**config.mk**
```make
export PLATFORM = sky130hd
export DESIGN_NAME = mdio_master_gen
export DESIGN_NICKNAME = d
export VERILOG_FILES = /design/src/rtl/mdio_master_gen.sv
export SDC_FILE = /design/constraint.sdc
export NUM_CORES = 1
export LEC_CHECK = 0
export CORE_UTILIZATION = 57
export DETAILED_ROUTE_END_ITERATION = 6
export PLACE_DENSITY_LB_ADDON = 0.12
export SETUP_SLACK_MARGIN = 0.1
export SYNTH_ARGS = -nofsm -noshare
export SYNTH_HDL_FRONTEND = slang
export SYNTH_SLANG_ARGS = --single-unit
```
**constraint.sdc**
```tcl
create_clock -name clk -period 6.51 [get_ports clk]
set_clock_uncertainty 0.1 [all_clocks]
set_input_delay 0.651 -clock clk [delete_from_list [all_inputs] [get_ports clk]]
set_output_delay 0.651 -clock clk [all_outputs]
set_load 0.005 [all_outputs]
```
**src/rtl/mdio_master_gen.sv**
```systemverilog
`default_nettype none
// ============================================================================
//  Module   : mdio_master_gen
//  Brief    : MDIO (Cl.22/Cl.45) management master. Generates MDC from clk,
//             serialises an optional preamble plus a 32-bit frame MSB-first,
//             releases the bus from TA onwards on reads and captures the
//             PHY response and TA check bit.
//  Revision : 1.0 - initial release
// ============================================================================
module mdio_master_gen #(
    parameter int CLK_DIV = 4,   // clk cycles per MDC period (even, >= 2)
    parameter int PRE_LEN = 32,  // preamble ones before ST, 0 = suppressed
    parameter int CNT_W   = 8    // bit counter width, 2^CNT_W > PRE_LEN+32
) (
    input  logic        clk,
    input  logic        reset,
    input  logic        mdio_start,
    input  logic [31:0] t_data,
    input  logic        mdio_in,
    output logic        mdc,
    output logic        mdio_out,
    output logic        mdio_oe,
    output logic        busy,
    output logic        mdio_done,
    output logic        data_rdy,
    output logic [15:0] rd_data,
    output logic        ta_err
);

    localparam int               DIV_W    = $clog2(CLK_DIV);
    localparam logic [DIV_W-1:0] DIV_LAST = DIV_W'(CLK_DIV - 1);
    localparam logic [DIV_W-1:0] DIV_HALF = DIV_W'(CLK_DIV / 2);
    // Phase on which the edge that raises mdc occurs (sampling edge)
    localparam logic [DIV_W-1:0] DIV_SAMP = DIV_W'(CLK_DIV / 2 - 1);
    localparam logic [CNT_W-1:0] PRE_LAST = (PRE_LEN == 0) ? '0 : CNT_W'(PRE_LEN - 1);
    localparam logic [CNT_W-1:0] FRM_LAST = CNT_W'(31);
    localparam logic [CNT_W-1:0] TA_BIT1  = CNT_W'(14);
    localparam logic [CNT_W-1:0] TA_BIT2  = CNT_W'(15);
    localparam logic [CNT_W-1:0] DAT_BIT0 = CNT_W'(16);

    typedef enum logic [1:0] {
        S_IDLE  = 2'd0,
        S_PRE   = 2'd1,
        S_FRAME = 2'd2,
        S_DONE  = 2'd3
    } state_t;

    state_t           state;
    state_t           state_nxt;
    logic [DIV_W-1:0] div_cnt;
    logic [CNT_W-1:0] bit_cnt;
    logic [31:0]      frame;
    logic             is_rd;
    logic [15:0]      shift;
    logic             ta_cand;
    logic             bit_end;
    logic             samp_edge;

    assign bit_end   = (div_cnt == DIV_LAST);
    assign samp_edge = (div_cnt == DIV_SAMP);

    // State register
    always_ff @(posedge clk) begin
        if (reset) begin
            state <= S_IDLE;
        end else begin
            state <= state_nxt;
        end
    end

    // Next-state decode and pad/status outputs derived from the current state
    always_comb begin
        state_nxt = state;
        mdc       = 1'b0;
        mdio_out  = 1'b1;
        mdio_oe   = 1'b0;
        busy      = 1'b0;
        mdio_done = 1'b0;
        data_rdy  = 1'b0;
        case (state)
            S_IDLE: begin
                if (mdio_start) begin
                    state_nxt = (PRE_LEN == 0) ? S_FRAME : S_PRE;
                end
            end
            S_PRE: begin
                busy    = 1'b1;
                mdio_oe = 1'b1;
                mdc     = (div_cnt >= DIV_HALF);
                if (bit_end && (bit_cnt == PRE_LAST)) begin
                    state_nxt = S_FRAME;
                end
            end
            S_FRAME: begin
                busy     = 1'b1;
                mdc      = (div_cnt >= DIV_HALF);
                // Bit index counts up from the MSB, so ~bit_cnt selects 31-bit_cnt
                mdio_out = frame[~bit_cnt[4:0]];
                // Reads hand the bus to the PHY from the first TA bit onwards
                mdio_oe  = !(is_rd && (bit_cnt >= TA_BIT1));
                if (bit_end && (bit_cnt == FRM_LAST)) begin
                    state_nxt = S_DONE;
                end
            end
            S_DONE: begin
                mdio_done = 1'b1;
                data_rdy  = is_rd;
                state_nxt = S_IDLE;
            end
            default: begin
                state_nxt = S_IDLE;
            end
        endcase
    end

    // Frame latch, MDC phase / bit counters, read capture and result registers
    always_ff @(posedge clk) begin
        if (reset) begin
            div_cnt <= '0;
            bit_cnt <= '0;
            frame   <= '0;
            is_rd   <= 1'b0;
            shift   <= '0;
            ta_cand <= 1'b0;
            rd_data <= '0;
            ta_err  <= 1'b0;
        end else begin
            case (state)
                S_IDLE: begin
                    if (mdio_start) begin
                        frame   <= t_data;
                        is_rd   <= t_data[29];
                        ta_err  <= 1'b0;
                        div_cnt <= '0;
                        bit_cnt <= '0;
                    end
                end
                S_PRE, S_FRAME: begin
                    div_cnt <= bit_end ? '0 : div_cnt + 1'b1;
                    if (bit_end) begin
                        // Counter restarts at each phase change (PRE->FRAME, FRAME->DONE)
                        bit_cnt <= (state_nxt != state) ? '0 : bit_cnt + 1'b1;
                    end
                    if ((state == S_FRAME) && is_rd && samp_edge) begin
                        if (bit_cnt == TA_BIT2) begin
                            ta_cand <= mdio_in;
                        end else if (bit_cnt >= DAT_BIT0) begin
                            shift <= {shift[14:0], mdio_in};
                        end
                    end
                    // Results become visible together with the done pulse
                    if ((state == S_FRAME) && (state_nxt == S_DONE) && is_rd) begin
                        rd_data <= shift;
                        ta_err  <= ta_cand;
                    end
                end
                default: begin
                end
            endcase
        end
    end

endmodule
`default_nettype wire

```
After elaboration in Yosys (flattened, before gate mapping)
Index checks and enable logic that the tools add are counted.

Register bits after elaboration: 79. Bits in latches: 0. RAM bits: 0. Memory bits (read-only): 0. Input bits: 36. Output and inout port bits: 23. Logic and storage cells: 68. Memories kept: 0.

Add/subtract/negate cells: 2. Multipliers: 0. Div/mod/pow operators: 0. $lt $le $gt $ge: 4. Equal/unequal tests: 12. Shifts and indexed selects: 0. Multiplexer cells: 22. Bitwise operators: 2. Reduce and logical (&&, ||, !) cells: 17.

Operators with widths (number): 8-bit 2-to-1 mux (3); 8-bit one-hot mux with 2 select lines (1); 2-bit 2-to-1 mux (5); 3-bit AND reduction (3); 8-bit by 1-bit adder with 8-bit output, second input constant (1); 2-bit == test, second input constant (4); 8-bit by 4-bit == test with 1-bit output, second input constant (1); 8-bit by 5-bit == test with 1-bit output, second input constant (1); 8-bit by 4-bit greater-or-equal comparator with 1-bit output, second input constant (1); 8-bit by 5-bit greater-or-equal comparator with 1-bit output, second input constant (1); 1-bit 2-to-1 mux (8); 2-bit one-hot mux with 4 select lines (1); 1-bit logical AND (6); 5-bit by 6-bit less-than comparator with 1-bit output, second input constant (1); 2-bit AND reduction (3); 1-bit binary-select mux with 5-bit select (1); 5-bit inverter (1); 2-bit by 1-bit == test with 1-bit output, second input constant (2); 2-bit by 1-bit inequality test with 1-bit output, second input constant (2); 1-bit one-hot mux with 2 select lines (2); 2-bit one-hot mux with 2 select lines (1); 4-bit AND reduction (1); 2-bit by 1-bit adder with 2-bit output, second input constant (1); 2-bit greater-or-equal comparator, second input constant (1); 7 further kinds (7).

Longest topological paths before layout
Word-level depth: 9. Depth in mapped cells: 9. Gate-level depth less buffers: 7.

Worst setup path before layout
No wires, ideal clock.

Kind: register to output. Start: register bit_cnt[1]. End: output mdio_out. Arrival time: 1.641 ns. Required time: 5.759 ns. Slack: 4.118 ns. Stages on the path, launching flop included: 7. Path buffers: 1. Cells stage by stage: dfxtp_1 clkbuf_1 mux4_2 mux2i_1 o2111ai_1 o21ai_1 nand2_1.

Cells in the longest elaborated chain, start to end: 4.

RTL lines: start: declaration (line 51) `logic [CNT_W-1:0] bit_cnt;`; start signal: assignment (line 142) `bit_cnt <= (state_nxt != state) ? '0 : bit_cnt + 1'b1;`; 5-bit inverter (line 98) `mdio_out = frame[~bit_cnt[4:0]];`; 1-bit binary-select mux with 5-bit select (line 98); 1-bit 2-to-1 mux (implied by the code) (line 98); 1-bit 2-to-1 mux (line 80) `case (state)`; end: declaration (line 21) `output logic mdio_out,`.

No other way between the ends. The select of a mux whose other input is x is not followed.

Final worst setup path
Ends and elaborated chain as after synthesis.

==> impl_metrics.json <==
{
  "clk_latency_ns": 0.35,
  "tightest_slew_ns": 1.024,
  "wl_per_cell_um": 13.48,
  "maxSlewHeadroom": 0.3174,
  "synth-seq-cells": 78,
  "yosys.area.top_type_share": 0.4292,
  "cts_buffer_depth": 2,
  "setup_viol": 0,
  "htreeDepth": 3,
  "gr-total-overflow": 0,
  "p_leak_uw": 0.001478,
  "drtIter0Drc": 118,
  "grt_setup_unrepaired": "no",
  "timing.rr.end": "bit_cnt[5]",
  "grt_max_degree": 88,
  "setup_tns_ns": 0,
  "synth_xor_area_frac": 0.007221,
  "cpPeakStageDelay_ns": 0.67,
  "postLayoutCoreUtil": 0.7238,
  "yosys_warnings": 0,
  "area_growth_pct": 19.88,
  "die_width_um": 81.90,
  "ys_types": 46,
  "syn_nets": 473,
  "final_hold_viol_count": 0,
  "synth_top_family_by_area": "simple AND/OR/NAND/NOR gates",
  "slowest_stage": "dfxtp_1",
  "crit_chain": "mux4_2 -> mux2i_1 -> o2111ai_1 -> o21ai_1 -> nand2_1 -> clkdlybuf4s50_1",
  "cts_hold_buf": 0,
  "timing.final.crit_share": 0.5027,
  "status": "completed",
  "min_path_type": "flip-flop to flip-flop",
  "avgSynthCellArea_um2": 8.521,
  "crit_path_end_kind": "output port",
  "grt.total_usage": 0.2396,
  "startpoint": "bit_cnt[1]",
  "die_area_mm2": 0.006707,
  "reg2regPathDepth": 7,
  "syn_area_mm2": 0.003638,
  "ant_nets": 0,
  "slew_violations": 0,
  "r2r_slack_ns": 3.95,
  "vias": 3042,
  "gp_congestion": 0.8487,
  "syn_inst": 427,
  "coreArea_mm2": 0.006026,
  "r2r-start": "state[0]",
  "cts_tree": "yes",
  "synth_common_cells": "112 x nand2_1, 78 x dfxtp_1, 53 x a21oi_1",
  "chipHeight_um": 81.90,
  "postSynth.asyncResetShare": 0,
  "numCtsBuffers": 9,
  "fmax_ghz": 0.3056,
  "synth_most_common_cell": "nand2_1",
  "synth_compound_area_frac": 0.1231,
  "power_density_mw_per_mm2": 220.9,
  "cts_setup_buffers": 0,
  "crit_end": "mdio_out",
  "row_count": 28,
  "first_pass_iters": 5,
  "n_antenna_cell": 0,
  "synth_fa_ha_area_frac": 0.03439,
  "worstPathRequired_ns": 5.76,
  "io_buffer_count": 58,
  "grt_pass1_vias": 2817,
  "io_pins": 59,
  "cts.sinks": 78,
  "cts-resized-gates": 0,
  "initial_core_util": 0.6038,
  "cts-root-buf": "clkbuf_8",
  "yosysSeqAreaShare": 0.4292,
  "synth_edf_count": 0,
  "drc_errors": 0,
  "synth-simple-area-share": 0.2589,
  "cp_data_arrival_time_ns": 2.52,
  "nets": 516,
  "dpl.hpwl_mm": 5.007,
  "crit_fanout": 13,
  "totalWireLength_mm": 7.415,
  "crit_type": "flip-flop to output port",
  "cts.reportedPaths.clkPinSlew_ns": 0.08,
  "layout-drive-gt1-share": 0.06737,
  "synth_area_leaders": "dfxtp_1 43%, nand2_1 12%, a21oi_1 7.3%, nand2b_1 5.7%, mux2i_1 5.5%",
  "min_period_ns": 3.272,
  "yosys.area.top_type": "dfxtp_1",
  "irDropWorstVdd_uv": 146.4,
  "antenna_found_initial": 0,
  "grt_pass1_wl_mm": 12.36,
  "startpoint_type": "flip-flop",
  "maxCapViolCount": 0,
  "ys.flop_type": "dfxtp_1",
  "vias_per_cell": 5.531,
  "synthMuxAreaShare": 0.1045
}
==> power by group <==
| part | switching [uW] | internal (uW) | leakage (uW) |
|---|---|---|---|
| clock | 175 | 149 | 0.0000857 |
| combinational | 71.3 | 58.7 | 0.000759 |
| sequential | 13.2 | 496 | 0.000634 |
| total | 260 | 703 | 0.00148 |
==> metrics by stage <==
step | setup WS, ns | total power [uW] | instance area, um2 | std cells | hold slack (ns)
final | 3.238 | 963.4 | 4362 | 550 | 0.3586
after detailed placement | 3.617 | 648.4 | 4187 | 534 | 0.3469
after global routing | 3.093 | 1005 | 4362 | 550 | 0.3703
after global placement | 3.689 | 644.4 | 4187 | 534 | 0.3432
after floorplan | 4.118 | 603.5 | 3638 | 427 | 0.3331
after CTS | 3.235 | 965.4 | 4362 | 550 | 0.3570
==> routing by layer <==
| metal | track usage | vias up | wire length (um) |
|---|---|---|---|
| li1 | - | 1531 | - |
| met1 | 0.3083 | 1412 | 3619 |
| met2 | 0.3843 | 85 | 3389 |
| met3 | 0.05444 | 14 | 277 |
| met4 | 0.1018 | 0 | 128 |
| met5 | 0 | - | 0 |
==> flip-flops by register name, indices dropped and copies added, names as in the netlist <==
register	cells
bit_cnt	8
frame	32
div_cnt	2
rd_data	16
ta_err	1
shift	16
state	2
ta_cand	1
==> layout make-up <==
cell class	instances	area, um2
Fill cell	475	1664
Sequential cell	78	1562
Multi-Input combinational cell	315	1922
Tap cell	75	93.84
Inverter	7	26.28
Timing Repair Buffer	59	583.1
Clock buffer	11	141.4
Clock inverter	5	33.78
==> cell usage in the layout (no fill, tap or decap), types with 2 or more instances in the layout <==
| cell | count |
|---|---|
| nand2_1 | 112 |
| dfxtp_1 | 78 |
| clkdlybuf4s50_1 | 57 |
| a21oi_1 | 53 |
| nand2b_1 | 33 |
| mux2i_1 | 20 |
| nand3_1 | 13 |
| nor2_1 | 11 |
| ha_1 | 10 |
| clkbuf_8 | 10 |
| mux4_2 | 8 |
| inv_1 | 7 |
| o21ai_1 | 7 |
| nand3b_1 | 4 |
| and2_1 | 3 |
| and3_1 | 3 |
| nand4_1 | 3 |
| o22ai_1 | 3 |
| nor2b_1 | 2 |
| o21ai_2 | 2 |
| nor3_1 | 2 |
| o21ai_0 | 2 |
| o311ai_1 | 2 |
| xnor2_1 | 2 |
| a31oi_1 | 2 |
| clkinvlp_4 | 2 |
| clkinv_2 | 2 |
==> critical path, delay by kind of cell, from the launching register on <==
kind                   cells  cell delay [ns]
AO/OA/AOI/OAI              2             0.23
buffers and inverters      1             0.46
flip-flops                 1             0.67
multiplexers               2             0.75
AND/OR/NAND/NOR            1             0.08
==> worst min-delay path by stage <==
stage | from | endpoint | slack, ns | cells past startpoint
after global placement | frame[27] | frame[27] | 0.34 | 2
after detailed placement | frame[7] | frame[7] | 0.35 | 2
final | frame[7] | frame[7] | 0.36 | 2
after CTS | frame[7] | frame[7] | 0.36 | 2
after global routing | frame[12] | frame[12] | 0.37 | 2
after floorplan | frame[10] | frame[10] | 0.33 | 2
==> logic make-up after synthesis <==
logic type | count (synthesis)
XOR/XNOR | 3
buffers and inverters | 34
AND/OR/NAND/NOR | 195
adder cells (fa/ha/maj) | 10
AO/OA/AOI/OAI | 79
flip-flops | 78
multiplexers | 28
No activity file was read; power rests on OpenSTA's default activity.
